`src/rtl/mcdf_arb_pkg.sv`:
```
// mcdf_arb_pkg: shared state type, constants and helpers for the MCDF packet arbiter.
package mcdf_arb_pkg;

   // Default build configuration
   localparam int unsigned DEF_NCH = 3;
   localparam int unsigned DEF_DW  = 32;
   localparam int unsigned DEF_PW  = 2;
   localparam int unsigned DEF_LW  = 3;

   // Beat counter width: holds up to 32 beats
   localparam int unsigned CNT_W = 6;

   // Packet-level arbitration state
   typedef enum logic [1:0] {
      ST_IDLE  = 2'd0,
      ST_GRANT = 2'd1,
      ST_XFER  = 2'd2
   } arb_state_e;

   // Packet length code to beat count; codes beyond 3 saturate at 32 beats
   function automatic logic [CNT_W-1:0] pkglen_beats(input int unsigned code);
      logic [CNT_W-1:0] beats;
      case (code)
         32'd0:   beats = CNT_W'(4);
         32'd1:   beats = CNT_W'(8);
         32'd2:   beats = CNT_W'(16);
         default: beats = CNT_W'(32);
      endcase
      return beats;
   endfunction

endpackage

```
`src/rtl/mcdf_arb_pick.sv`:
```
// mcdf_arb_pick: combinational winner selection. Lowest priority value wins;
// ties go to the requester closest to rr_ptr walking upward with wrap.
module mcdf_arb_pick
   import mcdf_arb_pkg::*;
#(
   parameter  int unsigned NCH = DEF_NCH,
   parameter  int unsigned PW  = DEF_PW,
   localparam int unsigned IDW = (NCH > 1) ? $clog2(NCH) : 1
) (
   input  logic [NCH-1:0]    req,
   input  logic [NCH*PW-1:0] prio,
   input  logic [IDW-1:0]    rr_ptr,
   output logic [IDW-1:0]    winner_c,
   output logic              any_c
);

   logic [PW-1:0] prio_arr [NCH];
   int unsigned   dist_arr [NCH];
   int unsigned   rr_val;
   logic [PW-1:0] min_prio;
   int unsigned   best_dist;

   assign rr_val = 32'(rr_ptr);
   assign any_c  = |req;

   // Per-channel priority field and rotated distance from rr_ptr
   for (genvar g = 0; g < NCH; g++) begin : g_chan
      assign prio_arr[g] = prio[g*PW +: PW];
      assign dist_arr[g] = (32'(g) >= rr_val) ? (32'(g) - rr_val)
                                              : (32'(g) + NCH - rr_val);
   end

   // Best (lowest) priority value among requesting channels
   always_comb begin
      min_prio = '1;
      for (int c = 0; c < NCH; c++) begin
         if (req[c] && (prio_arr[c] < min_prio)) begin
            min_prio = prio_arr[c];
         end
      end
   end

   // Among best-priority requesters, take the one nearest rr_ptr
   always_comb begin
      best_dist = NCH;
      winner_c  = '0;
      for (int c = 0; c < NCH; c++) begin
         if (req[c] && (prio_arr[c] == min_prio) && (dist_arr[c] < best_dist)) begin
            best_dist = dist_arr[c];
            winner_c  = IDW'(c);
         end
      end
   end

endmodule

```
`src/rtl/mcdf_arbiter_rr.sv`:
```
// mcdf_arbiter_rr: N-channel MCDF arbiter between slave channel FIFOs and the
// formatter. Grants one channel per packet and forwards its data for the
// packet's beat count through one registered stage.
// Optional feature macro: MCDF_ARB_RR_EN -- round-robin among equal priorities
// with rr_ptr advancing at packet end; when undefined, ties go to the lowest
// channel index.
module mcdf_arbiter_rr
   import mcdf_arb_pkg::*;
#(
   parameter  int unsigned NCH = DEF_NCH,
   parameter  int unsigned DW  = DEF_DW,
   parameter  int unsigned PW  = DEF_PW,
   parameter  int unsigned LW  = DEF_LW,
   localparam int unsigned IDW = (NCH > 1) ? $clog2(NCH) : 1
) (
   input  logic              clk_i,
   input  logic              rstn_i,
   input  logic [NCH*PW-1:0] slv_prio_i,
   input  logic [NCH*LW-1:0] slv_pkglen_i,
   input  logic [NCH*DW-1:0] slv_data_i,
   input  logic [NCH-1:0]    slv_req_i,
   input  logic [NCH-1:0]    slv_val_i,
   input  logic              f2a_id_req_i,
   input  logic              f2a_ack_i,
   output logic [NCH-1:0]    a2s_ack_o,
   output logic              a2f_val_o,
   output logic [IDW-1:0]    a2f_id_o,
   output logic [DW-1:0]     a2f_data_o,
   output logic [LW-1:0]     a2f_pkglen_sel_o
);

   arb_state_e       state;
   logic [CNT_W-1:0] cnt;
   logic [IDW-1:0]   rr_ptr;
   logic [IDW-1:0]   pick_winner_c;
   logic             pick_any_c;
   logic             win_val_c;
   logic             last_beat_c;
   logic [LW-1:0]    pkglen_arr [NCH];
   logic [DW-1:0]    data_arr   [NCH];

   // Unpack per-channel pkglen and data fields
   for (genvar g = 0; g < NCH; g++) begin : g_unpack
      assign pkglen_arr[g] = slv_pkglen_i[g*LW +: LW];
      assign data_arr[g]   = slv_data_i[g*DW +: DW];
   end

   // Winner selection for the next packet
   mcdf_arb_pick #(
      .NCH (NCH),
      .PW  (PW)
   ) u_pick (
      .req      (slv_req_i),
      .prio     (slv_prio_i),
      .rr_ptr   (rr_ptr),
      .winner_c (pick_winner_c),
      .any_c    (pick_any_c)
   );

   // Valid beat from the granted channel; the last one closes the packet
   assign win_val_c   = slv_val_i[a2f_id_o];
   assign last_beat_c = (state == ST_XFER) && win_val_c && (cnt == CNT_W'(1));

   // Packet FSM with registered grant, acknowledge and data path
   always_ff @(posedge clk_i or negedge rstn_i) begin
      if (!rstn_i) begin
         state            <= ST_IDLE;
         cnt              <= '0;
         a2s_ack_o        <= '0;
         a2f_val_o        <= 1'b0;
         a2f_id_o         <= '0;
         a2f_data_o       <= '0;
         a2f_pkglen_sel_o <= '0;
      end else begin
         a2s_ack_o <= '0;
         a2f_val_o <= 1'b0;
         case (state)
            ST_IDLE: begin
               if (f2a_id_req_i && pick_any_c) begin
                  a2f_id_o         <= pick_winner_c;
                  a2f_pkglen_sel_o <= pkglen_arr[pick_winner_c];
                  state            <= ST_GRANT;
               end
            end
            ST_GRANT: begin
               if (f2a_ack_i) begin
                  a2s_ack_o[a2f_id_o] <= 1'b1;
                  cnt                 <= pkglen_beats(32'(a2f_pkglen_sel_o));
                  state               <= ST_XFER;
               end
            end
            ST_XFER: begin
               if (win_val_c) begin
                  a2f_val_o  <= 1'b1;
                  a2f_data_o <= data_arr[a2f_id_o];
                  cnt        <= cnt - CNT_W'(1);
                  if (last_beat_c) begin
                     state <= ST_IDLE;
                  end
               end
            end
            default: begin
               state <= ST_IDLE;
            end
         endcase
      end
   end

`ifdef MCDF_ARB_RR_EN
   // Round-robin pointer moves past the channel that just finished a packet
   always_ff @(posedge clk_i or negedge rstn_i) begin
      if (!rstn_i) begin
         rr_ptr <= '0;
      end else if (last_beat_c) begin
         rr_ptr <= (a2f_id_o == IDW'(NCH - 1)) ? '0 : (a2f_id_o + IDW'(1));
      end
   end
`else
   // Fixed tie-break start: lowest channel index
   assign rr_ptr = '0;
`endif

endmodule

```
`config.mk`:
```
export PLATFORM = sky130hd
export DESIGN_NAME = mcdf_arbiter_rr
export DESIGN_NICKNAME = d
export VERILOG_FILES = /design/src/rtl/mcdf_arb_pkg.sv /design/src/rtl/mcdf_arb_pick.sv /design/src/rtl/mcdf_arbiter_rr.sv
export SDC_FILE = /design/constraint.sdc
export NUM_CORES = 1
export LEC_CHECK = 0
export CORE_MARGIN = 4
export CORE_UTILIZATION = 36
export CTS_CLUSTER_DIAMETER = 200
export CTS_CLUSTER_SIZE = 25
export DETAILED_ROUTE_END_ITERATION = 6
export PLACE_DENSITY = 0.78
export SYNTH_ARGS = -nofsm -noshare
export SYNTH_HDL_FRONTEND = slang
export SYNTH_SLANG_ARGS = --single-unit
```
`constraint.sdc`:
```
create_clock -name clk_i -period 1.8 [get_ports clk_i]
set_input_delay 0.27 -clock clk_i [delete_from_list [all_inputs] [get_ports clk_i]]
set_output_delay 0.27 -clock clk_i [all_outputs]
set_load 0.005 [all_outputs]
```
* Yosys cells after proc, flatten, opt, wreduce, memory -nomap -nowiden
Index checks and enable logic that the tools add are counted.
** Storage, ports and cells
- Bits in registers :: 49
- Latch bits :: 0
- Bits in writable memories :: 0
- Memory bits (read-only) :: 0
- Input bits :: 121
- Output and inout bits :: 41
- Memories :: 0
** Operators by class
- Add/subtract/negate cells :: 1
- $mul :: 0
- Div/mod/pow operators :: 0
- $lt $le $gt $ge :: 9
- Eq/ne operators :: 12
- Shift-type cells :: 0
- Muxes and demuxes :: 30
- Bitwise logic cells :: 2
- Reduce and logical (&&, ||, !) cells :: 20
** Operators with widths (count)
- binary-select mux 32 bit (select 2 bit) :: 1
- 2-to-1 mux 32 bit :: 2
- 2-to-1 mux 2 bit :: 10
- case mux 6 bit (3 select lines) :: 1
- logical AND 1 bit :: 12
- 2-to-1 mux 3 bit :: 4
- 2-to-1 mux 6 bit :: 2
- case mux 6 bit (2 select lines) :: 1
- != test 2 bit (second input constant) :: 4
- binary-select mux 3 bit (select 2 bit) :: 1
- == test 2 bit :: 3
- == test 6 x 1 -> 1 bit (second input constant) :: 1
- greater-or-equal comparator 3 bit (second input constant) :: 2
- inverter 2 -> 3 bit :: 2
- case mux 2 bit (3 select lines) :: 1
- subtractor 6 x 1 -> 6 bit (second input constant) :: 1
- 2-to-1 mux 1 bit :: 5
- < comparator 2 bit :: 2
- AND reduction 2 bit :: 2
- AND reduction 4 bit :: 1
- == test 3 x 1 -> 1 bit (second input constant) :: 1
- == test 3 x 2 -> 1 bit (second input constant) :: 1
- zero test 3 bit :: 1
- < comparator 2 x 3 -> 1 bit (second input constant) :: 1
- other kinds (12) :: 12

* Depth between registers and ports, before layout
- Depth in word-level cells :: 22
- Depth in mapped cells :: 16
- Gate-level depth less buffers :: 16

* By module
A second synthesis with hierarchy kept.
** Unflattened totals
- Cells, all modules :: 375
- Area total of the unflattened synthesis :: 3274.4 µm²
** Modules (own cells, without submodules)
- mcdf_arbiter_rr :: instances 1, cells an instance 306, area each 2741.4 µm², seq. area each 1226.2 µm²
- mcdf_arb_pick :: instances 1, cells an instance 69, area each 533.0 µm², seq. area each 0.0 µm²

* Worst setup path after synthesis
Ideal clock, no wire load.
- Path type :: input-to-reg
- From :: input port slv_prio_i[1]
- To :: register a2f_pkglen_sel_o[0]
- Setup time :: 0.095 ns
- Arrival time :: 2.994 ns
- Path slack :: -1.290 ns
- Cell stages on the path :: 15
- Cell sequence :: nand2b_1 > inv_1 > ha_1 > a21boi_1 > o32a_1 > inv_1 > ha_1 > nor3b_4 > nor3_1 > o41a_1 > o2111ai_1 > o211ai_2 > a211oi_4 > a22oi_1 > o31ai_1
** Between the ends
- Word-level cells in the longest chain between the ends :: 22
** RTL lines
- start: declaration :: RTL line mcdf_arbiter_rr.sv:18 : input logic [NCH*PW-1:0] slv_prio_i,
- < comparator 2 bit :: RTL line mcdf_arb_pick.sv:37 : if (req[c] && (prio_arr[c] < min_prio)) begin
- logical AND 1 bit :: RTL line mcdf_arb_pick.sv:37
- 2-to-1 mux 2 bit :: RTL line mcdf_arb_pick.sv:37
- < comparator 2 bit :: RTL line mcdf_arb_pick.sv:37
- logical AND 1 bit :: RTL line mcdf_arb_pick.sv:37
- 2-to-1 mux 2 bit :: RTL line mcdf_arb_pick.sv:37
- < comparator 2 bit :: RTL line mcdf_arb_pick.sv:37
- logical AND 1 bit :: RTL line mcdf_arb_pick.sv:37
- (+5 left out)
- logical AND 1 bit :: RTL line mcdf_arb_pick.sv:48 : if (req[c] && (prio_arr[c] == min_prio) && (dist_arr[c] < best_dist)) begin
- 2-to-1 mux 2 bit :: RTL line mcdf_arb_pick.sv:48
- < comparator 2 bit :: RTL line mcdf_arb_pick.sv:48
- logical AND 1 bit :: RTL line mcdf_arb_pick.sv:48
- 2-to-1 mux 2 bit (*) :: RTL line mcdf_arb_pick.sv:48
- inverter 2 -> 3 bit (not written as such) (*) :: RTL line mcdf_arbiter_rr.sv:81 : a2f_pkglen_sel_o <= pkglen_arr[pick_winner_c];
- binary-select mux 3 bit (select 2 bit) (*) :: RTL line mcdf_arbiter_rr.sv:81
- 2-to-1 mux 3 bit (not written as such) (*) (2 in series) :: RTL line mcdf_arbiter_rr.sv:81
- end signal: assignment :: RTL line mcdf_arbiter_rr.sv:81
- end: declaration :: RTL line mcdf_arbiter_rr.sv:29 : output logic [LW-1:0] a2f_pkglen_sel_o
Mark *: on every way between the ends. The rest lies on a longest branch, timed or not. The select of a mux whose other input is x is not followed.
A chain may end at the register's enable or synchronous reset.

* Worst setup path after layout
- From :: input port slv_prio_i[1]
- To :: register a2f_pkglen_sel_o[2]
Same word-level chain as after synthesis.

==> run_results.csv <==
group,metric,value,unit
logic_synthesis,synthesis.nets,483,
detailed_routing,wl,11000,microns
cells_and_area,drive_gt1_share,15.4,%
detailed_routing,drt-vias-per-instance,5.16,
global_routing,grt_use_total,21.2,%
critical_path,cp_top_family,"compound AO/OA/AOI/OAI gates",
outcome,outcome,"complete, but fails checks",
place,io_buffers,161,
floorplan,die_y,99.9,microns
critical_path,start_kind,"input pin",
power_and_ir_drop,ir_worst_vdd,550,uV
power_and_ir_drop,p_leak,2.28,nW
sta,worst_pin_slew,0.468,ns
global_routing,antenna_found_initial,0,
logic_synthesis,yosysWarnings,0,
critical_path,r2r_cells,6,
global_routing,grt_pass1_wl,16900,microns
clock_tree,clock-sinks,49,
global_routing,grt_pass1_vias,3472,
sta,rsz0062_at_grt,"true",
critical_path,crit_start,"slv_prio_i[1]",
sta,setup_viol_count_final,6,
global_routing,grt_max_degree,69,
critical_path,max_stage_delay,0.41,ns
sta,slew_headroom,68.8,%
floorplan,core_area,8220,sq um
clock_tree,cts_tree,"yes",
critical_path,crit_fanout,7,
cells_and_area,syn_to_final_growth,74.5,%
cells_and_area,layout_commonest_cell,"clkdlybuf4s50_1",
place,place_congestion,0.880,
critical_path,crit_end,"a2f_pkglen_sel_o[2]",
detailed_routing,ant_nets,0,
logic_synthesis,synth_flop_cell,"dfrtp_1",
logic_synthesis,async_flop_share,100,%
place,place_area,5030,sq um
critical_path,critPathKind,"in2reg",
clock_tree,path_clk_slew,0.09,ns
floorplan,fp.dieW,99.9,microns
detailed_routing,drt_iter0_drc,119,
cells_and_area,nNetsFinal,675,
logic_synthesis,synth_cell_types,49,
critical_path,end_kind,"flop",
critical_path,cp.required,2.02,ns
logic_synthesis,avgSynthCellArea,8.49,sq um
clock_tree,numCtsBuffers,5,
sta,maxSlewViolCount,0,
logic_synthesis,synth_area_leaders,"dfrtp_1, mux2i_1, o21ai_0",
job,drv_cap,0,
floorplan,dieArea,9970,sq um
place,hpwl,8430,microns
detailed_routing,wl_per_cell,16.7,microns
clock_tree,clk_latency,0.30,ns
logic_synthesis,seq_area_frac_synth,40.4,%
floorplan,ios,162,
logic_synthesis,synth_edf_count,0,
cells_and_area,final_cell_mix,"clkdlybuf4s50_1, nor2_1, dfrtp_1",
clock_tree,htreeDepth,2,
floorplan,start_util,37.0,%
sta,max_freq,364,MHz
clock_tree,cts_buffer_depth,2,
sta,final.min_clock_period,2.75,ns
critical_path,worst-path-stages,16,
critical_path,cpMostUsedCell,"ha_4",
cells_and_area,fin_util,64.5,%
critical_path,path_cells,"buf_6 -> nand2b_4 -> inv_4 -> ha_4 -> a21boi_2 -> o32a_1 -> inv_2 -> ha_4 -> nor3b_4 -> nor2_1 -> o41a_1 -> o2111ai_2 -> o211ai_2 -> a211oi_4 -> a22oi_1 -> o31ai_1",
logic_synthesis,ys_seq_elements,49,
critical_path,timing.rr.end,"cnt[2]",
detailed_routing,drt-pass1-iter-count,4,
critical_path,critical_path_arrival,2.96,ns
sta,skew,0.00647,ns
outcome,violations,"negative setup slack",
power_and_ir_drop,power_density,1210,nW/um^2
floorplan,row_count,33,
critical_path,r2r-start,"a2f_id_o[0]",
logic_synthesis,syn_area,3040,sq um
logic_synthesis,yosysTopAreaCell,"dfrtp_1",
logic_synthesis,syn-instance-count,358,
critical_path,slowest_stage,"o41a_1",
sta,fin_ws,-0.946,ns
global_routing,gr-total-overflow,0,
logic_synthesis,synth.top_cell.area_share,40.4,%
clock_tree,cts_root_buf,"clkbuf_8",
cells_and_area,final_area,5300,sq um
critical_path,r2r_setup_slack,0.05,ns
sta,post-route-period-util,153,%
sta,finalHoldViolCount,0,
critical_path,path_buf_inv,3,
cells_and_area,antenna_cells,0,
detailed_routing,num_vias,3385,
min_path,holdCritPathClass,"in2async",
detailed_routing,route.detailed.drc,0,
synth_stat cells, types with 2 or more instances:
cell	count
nor2_1	50
dfrtp_1	49
o21ai_0	47
a21oi_1	39
mux2i_1	37
nand2_1	37
clkbuf_1	13
inv_1	10
nand2b_1	6
buf_1	5
nand3_1	5
a22oi_1	4
ha_1	4
nor3_1	4
buf_2	3
nor2b_1	3
o31ai_1	3
and2_1	2
nor3b_1	2
nor3b_2	2
o211ai_1	2
or2b_1	2
or3_1	2
xnor2_1	2
how the worst min path moves through the flow:
| stage | startpoint | to | cells past startpoint |
|---|---|---|---|
| 6_report | rstn_i | a2f_data_o[11] | 2 |
| 5_1_grt | rstn_i | a2s_ack_o[2] | 2 |
| 4_1_cts | rstn_i | a2f_data_o[13] | 2 |
| 3_5_place_dp | rstn_i | a2f_data_o[13] | 1 |
| 3_3_place_gp | rstn_i | a2f_data_o[13] | 1 |
| 2_1_floorplan | rstn_i | a2f_data_o[0] | 0 |
final cells by class:
class	instances	area [sq um]
Clock buffer	6	82.6
Clock inverter	2	37.5
Fill cell	692	2920
Inverter	10	40.0
Multi-Input combinational cell	277	1780
Sequential cell	49	1230
Tap cell	105	131
Timing Repair Buffer	207	2000
routing by layer:
layer | up-vias | global-route usage (%) | share of wire, %
li1 | 1637 | - | -
met1 | 1600 | 26.0 | 41
met2 | 133 | 37.1 | 49
met3 | 15 | 4.73 | 8.1
met4 | 0 | 6.20 | 1.7
met5 | - | 0 | 0
sequential cells by signal (all words and copies together), names as in the netlist:
name / flops
a2f_data_o: 32
a2f_id_o: 2
a2f_pkglen_sel_o: 3
a2f_val_o: 1
a2s_ack_o: 3
cnt: 6
state: 2
per-stage QoR:
stage	setup WS, ns	instances	total power [mW]	hold slack, ns	TNS [ns]
floorplan	-1.08	358	3.77	-0.0256	-5.15
global placement	-1.58	639	5.41	0.220	-7.89
detailed placement	-1.69	639	5.53	0.225	-8.82
CTS	-1.05	653	6.41	0.430	-4.82
global route	-1.10	656	6.93	0.469	-5.52
finish	-0.946	656	6.44	0.433	-4.60
timing repair:
action / in CTS / in global routing
setup buffers: 5 / 3
pin swaps: 13 / 16
gates cloned: 0 / 1
hold buffers: 1 / 0
setup endpoints to repair: 6 / 12
resized for setup: 21 / 8
endpoints found under the hold margin: 14 / 0
cells by family (layout without fill, tap and decap cells):
family,after synthesis,after routing,synth area share [%]
AND/OR/NAND/NOR,125,125,20.1
multiplexers,38,38,12.6
buffers and inverters,32,225,4.20
XOR/XNOR,2,2,0.577
adder cells (fa/ha/maj),4,4,1.65
AO/OA/AOI/OAI,108,108,20.6
flip-flops,49,49,40.4
where the power goes:
part           switching [mW]  total, mW  internal [mW]
clock                   0.383      0.835          0.452
combinational            1.71       3.69           1.97
sequential              0.342       1.92           1.58
total                    2.44       6.44           4.00
worst reg2reg max path: cells and delay by family (launching register included):
| family | cells | cell delay, ns |
|---|---|---|
| AOI/OAI and AO/OA | 3 | 0.34 |
| and+or+nand+nor | 3 | 0.81 |
| DFF | 1 | 0.49 |
Power figures use the tool's default switching activity.
